### src/rtl/mcycle_seq_pkg.sv
// Shared definitions for the multi-cycle multiply/divide sequencer.
// Holds state, operation and ALU control encodings, the iteration count
// and the {hi,lo} accumulator layout.
package mcycle_seq_pkg;

    localparam int unsigned XLEN  = 32;
    localparam int unsigned ITERS = 32;
    localparam int unsigned CNT_W = 5;

    typedef enum logic [1:0] {
        ST_IDLE    = 2'd0,
        ST_COMPUTE = 2'd1,
        ST_DONE    = 2'd2
    } state_e;

    typedef enum logic {
        OP_MUL = 1'b0,
        OP_DIV = 1'b1
    } mcop_e;

    typedef enum logic [1:0] {
        ALU_ADD = 2'b00,
        ALU_SUB = 2'b01
    } alu_ctl_e;

    // Double-width shift register: hi is the upper word, lo the lower word.
    typedef struct packed {
        logic [XLEN-1:0] hi;
        logic [XLEN-1:0] lo;
    } acc_t;

endpackage

### src/rtl/mcycle_seq_fsm.sv
// Sequencer control: IDLE/COMPUTE/DONE state plus the 5-bit iteration count.
// Ports:
//   clk, reset  - clock, synchronous active-high reset
//   start       - operation request, honoured only in IDLE
//   state       - current state (registered)
//   busy, done  - registered status flags (COMPUTE / DONE)
//   accept_c    - start accepted this cycle (combinational)
//   last_c      - final iteration this cycle (combinational)
module mcycle_seq_fsm
    import mcycle_seq_pkg::*;
(
    input  logic   clk,
    input  logic   reset,
    input  logic   start,
    output state_e state,
    output logic   busy,
    output logic   done,
    output logic   accept_c,
    output logic   last_c
);

    state_e           state_nxt;
    logic [CNT_W-1:0] count;
    logic [CNT_W-1:0] count_nxt;

    // State, counter and status flags; flags follow the next state so they
    // line up exactly with the state they describe.
    always_ff @(posedge clk) begin
        if (reset) begin
            state <= ST_IDLE;
            count <= '0;
            busy  <= 1'b0;
            done  <= 1'b0;
        end else begin
            state <= state_nxt;
            count <= count_nxt;
            busy  <= (state_nxt == ST_COMPUTE);
            done  <= (state_nxt == ST_DONE);
        end
    end

    // Next-state logic; the counter wraps 31->0 on the final iteration.
    always_comb begin
        state_nxt = state;
        count_nxt = count;
        accept_c  = 1'b0;
        last_c    = 1'b0;
        unique case (state)
            ST_IDLE: begin
                if (start) begin
                    accept_c  = 1'b1;
                    count_nxt = '0;
                    state_nxt = ST_COMPUTE;
                end
            end
            ST_COMPUTE: begin
                count_nxt = CNT_W'(count + CNT_W'(1));
                if (count == CNT_W'(ITERS - 1)) begin
                    last_c    = 1'b1;
                    state_nxt = ST_DONE;
                end
            end
            ST_DONE: begin
                state_nxt = ST_IDLE;
            end
            default: begin
                state_nxt = ST_IDLE;
            end
        endcase
    end

endmodule

### src/rtl/mcycle_seq.sv
// Multi-cycle unsigned multiply / divide using one shared external ALU op
// per iteration (shift-add multiply, restoring-style divide).
// Ports:
//   CLK, RESET            - clock, synchronous active-high reset
//   Start, MCycleOp       - request and op select (0 mul, 1 div)
//   Operand1, Operand2    - multiplicand/dividend, multiplier/divisor
//   Result1, Result2      - low word/quotient, high word/remainder
//   Busy, Done            - iterating flag, one-cycle completion pulse
//   ALU_SrcA/SrcB/Control - operands and op code to the shared ALU
//   ALU_isADC, ALU_CFlag  - tied low
//   ALU_Result, ALU_Flags - combinational ALU response, flags {N,Z,C,V}
module mcycle_seq
    import mcycle_seq_pkg::*;
#(
    parameter int WIDTH = 32
) (
    input  logic             CLK,
    input  logic             RESET,
    input  logic             Start,
    input  logic             MCycleOp,
    input  logic [WIDTH-1:0] Operand1,
    input  logic [WIDTH-1:0] Operand2,
    output logic [WIDTH-1:0] Result1,
    output logic [WIDTH-1:0] Result2,
    output logic             Busy,
    output logic             Done,
    output logic [WIDTH-1:0] ALU_SrcA,
    output logic [WIDTH-1:0] ALU_SrcB,
    output logic [1:0]       ALU_Control,
    output logic             ALU_isADC,
    output logic             ALU_CFlag,
    input  logic [WIDTH-1:0] ALU_Result,
    input  logic [3:0]       ALU_Flags
);

    state_e           state;
    logic             accept_c;
    logic             last_c;
    mcop_e            op;
    logic [XLEN-1:0]  d;
    acc_t             acc;
    acc_t             acc_nxt;
    logic             c_flag;
    logic             unused_flags;

    assign c_flag       = ALU_Flags[1];
    assign unused_flags = ^{ALU_Flags[3:2], ALU_Flags[0]};
    assign ALU_isADC    = 1'b0;
    assign ALU_CFlag    = 1'b0;

    mcycle_seq_fsm u_fsm (
        .clk      (CLK),
        .reset    (RESET),
        .start    (Start),
        .state    (state),
        .busy     (Busy),
        .done     (Done),
        .accept_c (accept_c),
        .last_c   (last_c)
    );

    // One iteration: drive the ALU and form the next {hi,lo}.
    always_comb begin
        ALU_SrcA    = '0;
        ALU_SrcB    = '0;
        ALU_Control = ALU_ADD;
        acc_nxt     = acc;
        if (state == ST_COMPUTE) begin
            ALU_SrcB = d;
            if (op == OP_MUL) begin
                ALU_SrcA    = acc.hi;
                ALU_Control = ALU_ADD;
                if (acc.lo[0]) begin
                    acc_nxt = {c_flag, ALU_Result, acc.lo[XLEN-1:1]};
                end else begin
                    acc_nxt = {1'b0, acc.hi, acc.lo[XLEN-1:1]};
                end
            end else begin
                ALU_SrcA    = {acc.hi[XLEN-2:0], acc.lo[XLEN-1]};
                ALU_Control = ALU_SUB;
                // A set hi[31] means the shifted remainder overflowed 32 bits,
                // so it certainly exceeds the divisor even without a carry.
                if (acc.hi[XLEN-1] || c_flag) begin
                    acc_nxt.hi = ALU_Result;
                    acc_nxt.lo = {acc.lo[XLEN-2:0], 1'b1};
                end else begin
                    acc_nxt.hi = {acc.hi[XLEN-2:0], acc.lo[XLEN-1]};
                    acc_nxt.lo = {acc.lo[XLEN-2:0], 1'b0};
                end
            end
        end
    end

    // Datapath registers; results load on the final iteration and hold.
    always_ff @(posedge CLK) begin
        if (RESET) begin
            op      <= OP_MUL;
            d       <= '0;
            acc     <= '0;
            Result1 <= '0;
            Result2 <= '0;
        end else begin
            acc <= acc_nxt;
            if (accept_c) begin
                op     <= mcop_e'(MCycleOp);
                acc.hi <= '0;
                // Divide keeps the dividend in lo so it shifts out into hi;
                // the divisor is the constant ALU operand.
                if (MCycleOp == OP_DIV) begin
                    d      <= Operand2;
                    acc.lo <= Operand1;
                end else begin
                    d      <= Operand1;
                    acc.lo <= Operand2;
                end
            end
            if (last_c) begin
                Result1 <= acc_nxt.lo;
                Result2 <= acc_nxt.hi;
            end
        end
    end

endmodule

### config.mk
export PLATFORM = sky130hd
export DESIGN_NAME = mcycle_seq
export DESIGN_NICKNAME = d
export VERILOG_FILES = /design/src/rtl/mcycle_seq_pkg.sv /design/src/rtl/mcycle_seq_fsm.sv /design/src/rtl/mcycle_seq.sv
export SDC_FILE = /design/constraint.sdc
export NUM_CORES = 1
export LEC_CHECK = 0
export ABC_AREA = 0
export BUFFER_PORTS_ARGS = -buffer_cell sky130_fd_sc_hd__buf_4
export CAP_MARGIN = 20
export CORE_AREA = 2 2 129 131
export CTS_BUF_LIST = sky130_fd_sc_hd__clkbuf_8 sky130_fd_sc_hd__clkbuf_16
export DETAILED_ROUTE_END_ITERATION = 7
export DIE_AREA = 0 0 131 133
export MAX_ROUTING_LAYER = met4
export PLACE_DENSITY = 0.95
export SKIP_CTS_REPAIR_TIMING = 1
export SLEW_MARGIN = 20
export SYNTH_ARGS = -nofsm -noshare
export SYNTH_HDL_FRONTEND = slang
export SYNTH_SLANG_ARGS = --single-unit
### constraint.sdc
create_clock -name CLK -period 2.95 [get_ports CLK]
set_input_delay 0.1475 -clock CLK [delete_from_list [all_inputs] [get_ports CLK]]
set_output_delay 0.1475 -clock CLK [all_outputs]
set_load 0.1 [all_outputs]
==> results.py, run 1 <==
metrics = {
    "outcome": {
        "status": "finished, final reports clean",
    },
    "final_layout": {
        "layout_common_cells": "buf_4 (244), dfxtp_1 (168), nand2_1 (125), mux2i_1 (102), nor2_1 (99)",
        "drive_above_1_share_pct": 30.19,
        "final_common_cell": "buf_4",
        "fillers": 1188,
        "diodes": 0,
        "area_delta_synth_final_pct": 25.36,
        "fin_nets": 1312,
    },
    "global_route": {
        "grt_max_degree": 106,
        "antenna_found_initial": 0,
        "grt_pass1_wl_microns": 42570,
        "overflow": 0,
        "grt.total_usage_pct": 31.14,
        "first_global_vias": 8687,
    },
    "timing": {
        "timing.hold.ws_ns": 0.08546,
        "slew_headroom_pct": 35.65,
        "rsz0062_at_grt": "false",
        "clock_skew_ns": 0.008693,
        "hold_violations": 0,
        "fin_ws_ns": 0.5119,
        "period_needed_ns": 2.438,
        "fmax_ghz": 0.4102,
        "tns_ns": 0,
        "post-route-period-util_pct": 82.65,
        "tightest_slew_ns": 0.9652,
        "finalSetupViolations": 0,
        "slew_violations": 0,
    },
    "routing": {
        "maxUsedRoutingLayer": "met4",
        "ant_nets": 0,
        "wl_met2_microns": 12890,
        "post_drt_wl_per_cell_microns": 18.62,
        "drc_errors": 0,
        "drt-total-wl_microns": 26800,
        "drt_first_pass_iters": 5,
        "via_count": 8694,
        "met3_length_microns": 1677,
        "wl_met1_microns": 11270,
        "drt_iter0_drc": 887,
        "via_per_inst": 6.042,
    },
    "floorplanning": {
        "ios": 238,
        "coreArea_sq_mm": 0.01617,
        "initial_utilization_pct": 56.67,
        "rows": 47,
        "die-area_sq_mm": 0.01742,
        "die_w_microns": 131,
        "fp.dieH_microns": 133,
    },
    "placement": {
        "portBuffers": 231,
        "dpl.hpwl_microns": 18050,
        "post-place-ws_ns": 0.7359,
        "gp_congestion": 0.8615,
    },
    "critical_path": {
        "crit_path_end_kind": "output pin",
        "reg2reg_slack_ns": 0.70,
        "worstPathMaxFanout": 39,
        "critPathArrivalTime_ns": 2.29,
        "worstSetupStartpointType": "register",
        "worstPathRequired_ns": 2.80,
        "path_class": "reg -> out",
    },
    "logic_synthesis": {
        "synthCells": 1045,
        "yosys_warnings": 0,
        "synth_seq_cells": 170,
        "ys_seq_area_share_pct": 37.14,
        "syn_area_per_cell_sq_um": 8.769,
        "syn-cell-area_sq_mm": 0.009164,
        "yosysUniqueCellTypes": 47,
    },
    "clocking": {
        "cts_buffer_depth": 2,
        "h-tree-depth": 4,
        "path_clk_slew_ns": 0.06,
        "worst_skew_pair.late_latency_ns": 0.42,
        "cts_num_sinks": 170,
        "root_buffer": "clkbuf_16",
        "numCtsBuffers": 17,
        "cts_tree": "built",
    },
    "pwr": {
        "leakage_uw": 0.004763,
        "vdd_ir_drop_max_mv": 0.3975,
        "power_density_mw_per_mm2": 509.3,
    },
    "hold_path": {
        "min_path_type": "in -> reg",
    },
    "run": {
        "max_cap_viol_count": 0,
    },
}
==> stage by stage <==
step / power, uW / cell area [sq um] / util [%] / instances
after floorplan: 3296 / 9171 / - / 1047
after CTS: 5860 / 11490 / 71.03 / 1439
after global routing: 6060 / 11490 / 71.03 / 1439
after detailed placement: 3612 / 10900 / 67.40 / 1407
after global placement: 3578 / 10900 / 67.40 / 1407
final: 5850 / 11490 / 71.03 / 1439
==> final timing paths <==
check,start,to,depth (start not counted)
worst min-delay path,Operand1[0],d[0],3
worst max register to register,u_fsm.count[0],Result2[0],7
worst max-delay path,u_fsm.state[0],ALU_SrcA[1],3
worst min register to register,Result1[31],Result1[31],2
==> cell usage after synthesis (all sizes together) <==
library cell | count | area, sq um
and2 | 33 | 206.5
a221oi | 2 | 17.52
and3 | 1 | 6.260
nand3b | 1 | 7.510
or2 | 1 | 6.260
a21oi | 8 | 40.04
clkbuf | 64 | 247.7
a221o | 4 | 40.04
o21a | 3 | 22.52
dfxtp | 170 | 3403
mux2i | 102 | 1021
o21bai | 1 | 7.510
o2bb2ai | 6 | 52.55
o22ai | 5 | 31.28
o21ba | 1 | 10.01
buf | 45 | 260.3
inv | 28 | 105.1
ha | 2 | 25.02
conb | 1 | 3.750
nand2 | 125 | 469.2
o21ai | 58 | 290.3
nand3 | 29 | 145.1
or3b | 1 | 8.760
nand2b | 1 | 6.260
o211a | 48 | 480.5
a31oi | 31 | 193.9
a32o | 1 | 10.01
o31ai | 26 | 225.2
nor4b | 5 | 43.79
o211ai | 2 | 15.01
mux2 | 60 | 675.7
or3 | 1 | 6.260
o32ai | 26 | 302.8
a211oi | 39 | 292.8
o221a | 1 | 11.26
a211o | 1 | 8.760
nor2b | 9 | 56.30
nor2 | 99 | 371.6
and3b | 1 | 8.760
nor3b | 3 | 27.52
==> kinds of logic (layout without fill, tap and decap cells) <==
family / after synthesis / after routing / share of synthesized area, %
compound gates: 263 / 263 / 22.39
fa+ha+maj: 2 / 2 / 0.2730
buf+inv: 137 / 309 / 6.690
flops: 170 / 170 / 37.14
mux: 162 / 162 / 18.51
other cells: 1 / 3 / 0.04092
simple gates: 310 / 310 / 14.95
==> flip-flops by register name, summed over array words and instances, names as in the netlist <==
name,cells
u_fsm.busy,1
Result2,32
Result1,32
op,1
d,32
u_fsm.state,2
acc,64
u_fsm.count,5
u_fsm.done,1
==> report_power, final <==
part	internal, uW	total (uW)	leakage (uW)	switching [uW]
clock	1270	2270	0.000289	1000
sequential	2390	2480	0.00139	91.1
combinational	403	1100	0.00309	693
total	4060	5850	0.00476	1790
==> per-layer routing <==
metal / vias up / global-route usage (%)
met4: 0 / 14.66
met5: - / -
met1: 4102 / 39.06
li1: 4068 / -
met2: 431 / 48.79
met3: 93 / 5.014
==> critical path: stages (launching register included) <==
cell and delay [ns]:
dfxtp_1 0.58, nand2b_2 0.59, nor2_1 0.35, buf_4 0.33
==> cell type report <==
type | count | area (sq um) | share of cell area, %
timing repair buffer | 249 | 1932 | 16.82
inverter | 28 | 105.1 | 0.9149
clock buffer | 17 | 425.4 | 3.703
sequential | 170 | 3408 | 29.67
multi-input combinational | 740 | 5179 | 45.08
clock inverter | 15 | 162.7 | 1.416
tap | 220 | 275.3 | 2.396
Note: power is estimated with default switching activity, not from simulation.
==> run 2, diff against run 1 <==
- CORE_AREA: 2 2 129 131 -> 2 2 134 136
- DIE_AREA: 0 0 131 133 -> 0 0 136 138
- PLACE_DENSITY: 0.95 -> 0.92
- clock period: 2.95 -> 2.35 ns (I/O delays scaled with it)
==> results.py, run 2 (synthesis results as in run 1) <==
metrics = {
    "floorplanning": {
        "fp.dieH_microns": 138,
        "rows": 49,
        "die-area_sq_mm": 0.01877,
        "ios": 238,
        "initial_utilization_pct": 52.26,
        "coreArea_sq_mm": 0.01753,
        "die_w_microns": 136,
    },
    "critical_path": {
        "worst-path-buf-inv": 2,
        "worstPathMaxFanout": 22,
        "crit_path_end_kind": "output pin",
        "path_class": "reg -> out",
        "critPathArrivalTime_ns": 2.07,
        "cpMaxStageDelayCell": "dfxtp_1",
        "path_common_cell": "buf_4",
        "critPathTopFamily": "flip-flops",
        "worstSetupStartpointType": "register",
        "crit_chain": "nand2b_4, buf_4, nor2_1, buf_4",
        "worstPathRequired_ns": 2.23,
        "max_stage_delay_ns": 0.61,
    },
    "placement": {
        "gp_congestion": 0.9260,
        "portBuffers": 231,
        "dpl-instance-area_sq_mm": 0.01107,
        "dpl.hpwl_microns": 18450,
    },
    "hold_path": {
        "min_path_type": "in -> reg",
    },
    "final_layout": {
        "final_util_pct": 66.56,
        "final_common_cell": "buf_4",
        "largest_reg_flops": 64,
        "fin_nets": 1323,
        "top_register": "acc",
        "area_delta_synth_final_pct": 27.36,
        "final_cell_area_sq_mm": 0.01167,
        "diodes": 0,
        "drive_above_1_share_pct": 32.11,
        "layout_common_cells": "buf_4 (251), dfxtp_1 (168), nand2_1 (125), mux2i_1 (102), nor2_1 (81)",
    },
    "timing": {
        "finalSetupViolations": 0,
        "fmax_ghz": 0.4576,
        "hold_violations": 0,
        "rsz0062_at_grt": "false",
        "tightest_slew_ns": 0.7053,
        "period_needed_ns": 2.185,
        "clock_skew_ns": 0.01431,
        "tns_ns": 0,
        "slew_headroom_pct": 52.93,
        "slew_violations": 0,
        "timing.hold.ws_ns": 0.05368,
        "post-route-period-util_pct": 92.99,
    },
    "routing": {
        "ant_nets": 0,
        "drt_iter0_drc": 736,
        "drt-total-wl_microns": 26760,
        "post_drt_wl_per_cell_microns": 18.34,
        "drc_errors": 0,
        "via_count": 8684,
        "drt_first_pass_iters": 7,
        "via_per_inst": 5.952,
    },
    "pwr": {
        "leakage_uw": 0.004834,
        "power_uw": 7300,
        "power_density_mw_per_mm2": 625.5,
        "vdd_ir_drop_max_mv": 0.4918,
    },
    "global_route": {
        "grt_max_degree": 106,
        "overflow": 0,
        "antenna_found_initial": 0,
        "grt.total_usage_pct": 29.13,
        "grt_pass1_wl_microns": 43220,
        "first_global_vias": 8481,
    },
    "clocking": {
        "numCtsBuffers": 17,
        "worst_skew_pair.late_latency_ns": 0.42,
        "cts_tree": "built",
        "cts_buffer_depth": 2,
        "cts_num_sinks": 170,
        "h-tree-depth": 4,
        "root_buffer": "clkbuf_16",
        "path_clk_slew_ns": 0.06,
    },
    "run": {
        "max_cap_viol_count": 0,
    },
    "outcome": {
        "status": "finished, final reports clean",
    },
}
## run 2: changes by cell type in the layout (fill, tap and decap cells not counted), sizes merged
cell,delta
buf,+11
clkbuf,+2
clkinv,+1
inv,-3
## run 2: layout make-up
type                            count  area (sq um)
Clock buffer                       19         452.9
Clock inverter                     13         125.1
Fill cell                        1352          5863
Inverter                           28         105.1
Multi-Input combinational cell    740          5229
Sequential cell                   170          3408
Tap cell                          229         286.5
Timing Repair Buffer              260          2064
## run 2: routing by layer
| layer | part of all wire, % | GRT usage (%) | wire [microns] |
|---|---|---|---|
| met1 | 42 | 37.09 | 11220 |
| met2 | 47 | 44.67 | 12550 |
| met3 | 6.8 | 4.694 | 1814 |
| met4 | 4.4 | 14.53 | 1175 |
| met5 | 0 | - | 0 |
## run 2: worst min-delay path, stage by stage
cell,delay (ns)
buf_4,0.11
mux2i_1,0.12
a211oi_1,0.08
## run 2: worst paths after layout
kind,to,slack (ns),from,cells after the start
worst max-delay path,ALU_SrcA[8],0.16,u_fsm.state[0],4
worst min-delay path,d[30],0.05,Operand1[30],3
worst max register to register,Result2[12],0.33,u_fsm.count[0],7
worst min register to register,Result2[30],0.47,Result2[30],2
## run 2: through the flow
stage | instances | setup WS (ns)
after detailed placement | 1424 | 0.4014
final | 1459 | 0.1647
after floorplan | 1047 | -0.09516
after global routing | 1459 | 0.04905
after global placement | 1424 | 0.4685
after CTS | 1456 | 0.04985
## run 2: where the power goes
part / internal, uW / switching [uW] / total (uW)
Combinational: 531 / 891 / 1420
Clock: 1610 / 1150 / 2770
Sequential: 3010 / 107 / 3110
==> run 3, diff against run 2 <==
- CTS_BUF_LIST: sky130_fd_sc_hd__clkbuf_8 sky130_fd_sc_hd__clkbuf_16 -> unset
- RECOVER_POWER: unset -> 100
==> results.py, run 3 (synthesis results as in run 1) <==
metrics = {
    "outcome": {
        "status": "finished, final reports clean",
    },
    "timing": {
        "slew_violations": 0,
        "tightest_slew_ns": 1.258,
        "period_needed_ns": 2.208,
        "hold_violations": 0,
        "fin_ws_ns": 0.1424,
        "fmax_ghz": 0.4530,
        "rsz0062_at_grt": "false",
        "finalSetupViolations": 0,
        "post-route-period-util_pct": 93.94,
        "clock_skew_ns": 0.01307,
        "slew_headroom_pct": 16.46,
    },
    "global_route": {
        "grt_pass1_wl_microns": 43220,
        "grt.total_usage_pct": 29.13,
        "first_global_vias": 8481,
        "overflow": 0,
        "grt_max_degree": 106,
        "antenna_found_initial": 0,
    },
    "clocking": {
        "cts_buffer_depth": 2,
        "root_buffer": "clkbuf_16",
        "h-tree-depth": 4,
        "cts_num_sinks": 170,
        "path_clk_slew_ns": 0.07,
        "cts_tree": "built",
        "worst_skew_pair.late_latency_ns": 0.42,
        "numCtsBuffers": 17,
    },
    "final_layout": {
        "diodes": 0,
        "area_delta_synth_final_pct": 22.54,
        "final_common_cell": "dfxtp_1",
        "layout_common_cells": "dfxtp_1 (168), buf_4 (130), nand2_1 (125), mux2i_1 (102), nor2_1 (81)",
        "fin_nets": 1323,
        "fillers": 1466,
        "top_register": "acc",
        "drive_above_1_share_pct": 25.28,
        "largest_reg_flops": 64,
    },
    "floorplanning": {
        "fp.dieH_microns": 138,
        "die_w_microns": 136,
        "coreArea_sq_mm": 0.01753,
        "die-area_sq_mm": 0.01877,
        "initial_utilization_pct": 52.26,
        "ios": 238,
        "rows": 49,
    },
    "critical_path": {
        "worstPathRequired_ns": 2.23,
        "cpMaxStageDelayCell": "dfxtp_1",
        "crit_path_end_kind": "output pin",
        "worst-path-buf-inv": 2,
        "path_class": "reg -> out",
        "critPathTopFamily": "buffers and inverters",
        "worstPathMaxFanout": 22,
        "critPathArrivalTime_ns": 2.09,
        "worstSetupStartpointType": "register",
        "max_stage_delay_ns": 0.61,
        "crit_chain": "nand2b_4, buf_4, nor2_2, clkbuf_4",
    },
    "routing": {
        "via_per_inst": 5.975,
        "drt-total-wl_microns": 26810,
        "ant_nets": 0,
        "drc_errors": 0,
        "drt_iter0_drc": 853,
        "post_drt_wl_per_cell_microns": 18.37,
        "drt_first_pass_iters": 6,
        "via_count": 8717,
    },
    "pwr": {
        "leakage_uw": 0.004465,
        "power_density_mw_per_mm2": 648.8,
        "power_uw": 7285,
        "vdd_ir_drop_max_mv": 0.4920,
    },
    "placement": {
        "dpl.hpwl_microns": 18450,
        "post-place-ws_ns": 0.4014,
        "portBuffers": 231,
        "gp_congestion": 0.9260,
    },
    "run": {
        "max_cap_viol_count": 0,
    },
    "hold_path": {
        "min_path_type": "in -> reg",
    },
}
==> run 3: cell types whose count changed in the layout (fill, tap and decap cells not counted), sizes merged <==
cell and change:
clkbuf +116, buf -114, inv -2
==> run 3: routing by layer <==
layer | part of all wire [%] | GRT usage (%) | vias up | wire, microns
li1 | - | - | 4089 | -
met1 | 42 | 37.09 | 4075 | 11260
met2 | 47 | 44.67 | 461 | 12480
met3 | 7.0 | 4.694 | 92 | 1871
met4 | 4.5 | 14.53 | 0 | 1195
met5 | 0 | - | - | 0
==> run 3: area by class of cell <==
class	instances	area, sq um	area share, %
inverter	28	105.1	0.9359
timing repair buffer	260	1723	15.34
tap	229	286.5	2.552
multi-input combinational	740	5129	45.67
clock buffer	21	460.4	4.100
sequential	170	3408	30.35
clock inverter	11	117.6	1.047
==> run 3: power breakdown <==
group | internal (uW) | switching, uW | leakage (uW) | total, uW
combinational | 513 | 881 | 0.00279 | 1390
sequential | 3010 | 107 | 0.00139 | 3110
clock | 1620 | 1160 | 0.000283 | 2780
==> run 3: path summary, 6_finish.rpt <==
kind                                startpoint            to  slack, ns  cells after the start
worst min register to register     Result2[30]   Result2[30]       0.47                      2
worst max-delay path            u_fsm.state[0]  ALU_SrcA[14]       0.14                      4
worst min-delay path              Operand1[30]         d[30]       0.05                      3
worst max register to register  u_fsm.count[0]    Result1[7]       0.17                      7
==> run 3: metrics by stage <==
| stage | area [sq um] | util (%) | hold WS (ns) | TNS [ns] | instances |
|---|---|---|---|---|---|
| floorplan | 9216 | - | 0.3512 | -1.113 | 1047 |
| global placement | 11070 | 63.14 | 0.4523 | 0 | 1424 |
| detailed placement | 11070 | 63.14 | 0.4594 | 0 | 1424 |
| CTS | 11650 | 66.43 | 0.03879 | 0 | 1456 |
| global route | 11230 | 64.04 | 0.05431 | 0 | 1459 |
| finish | 11230 | 64.04 | 0.05130 | 0 | 1459 |
==> run 3: worst min-delay path, delay by kind of cell <==
kind                   cells  cell delay (ns)
buffers and inverters      1             0.11
AOI/OAI and AO/OA          1             0.08
muxes                      1             0.12
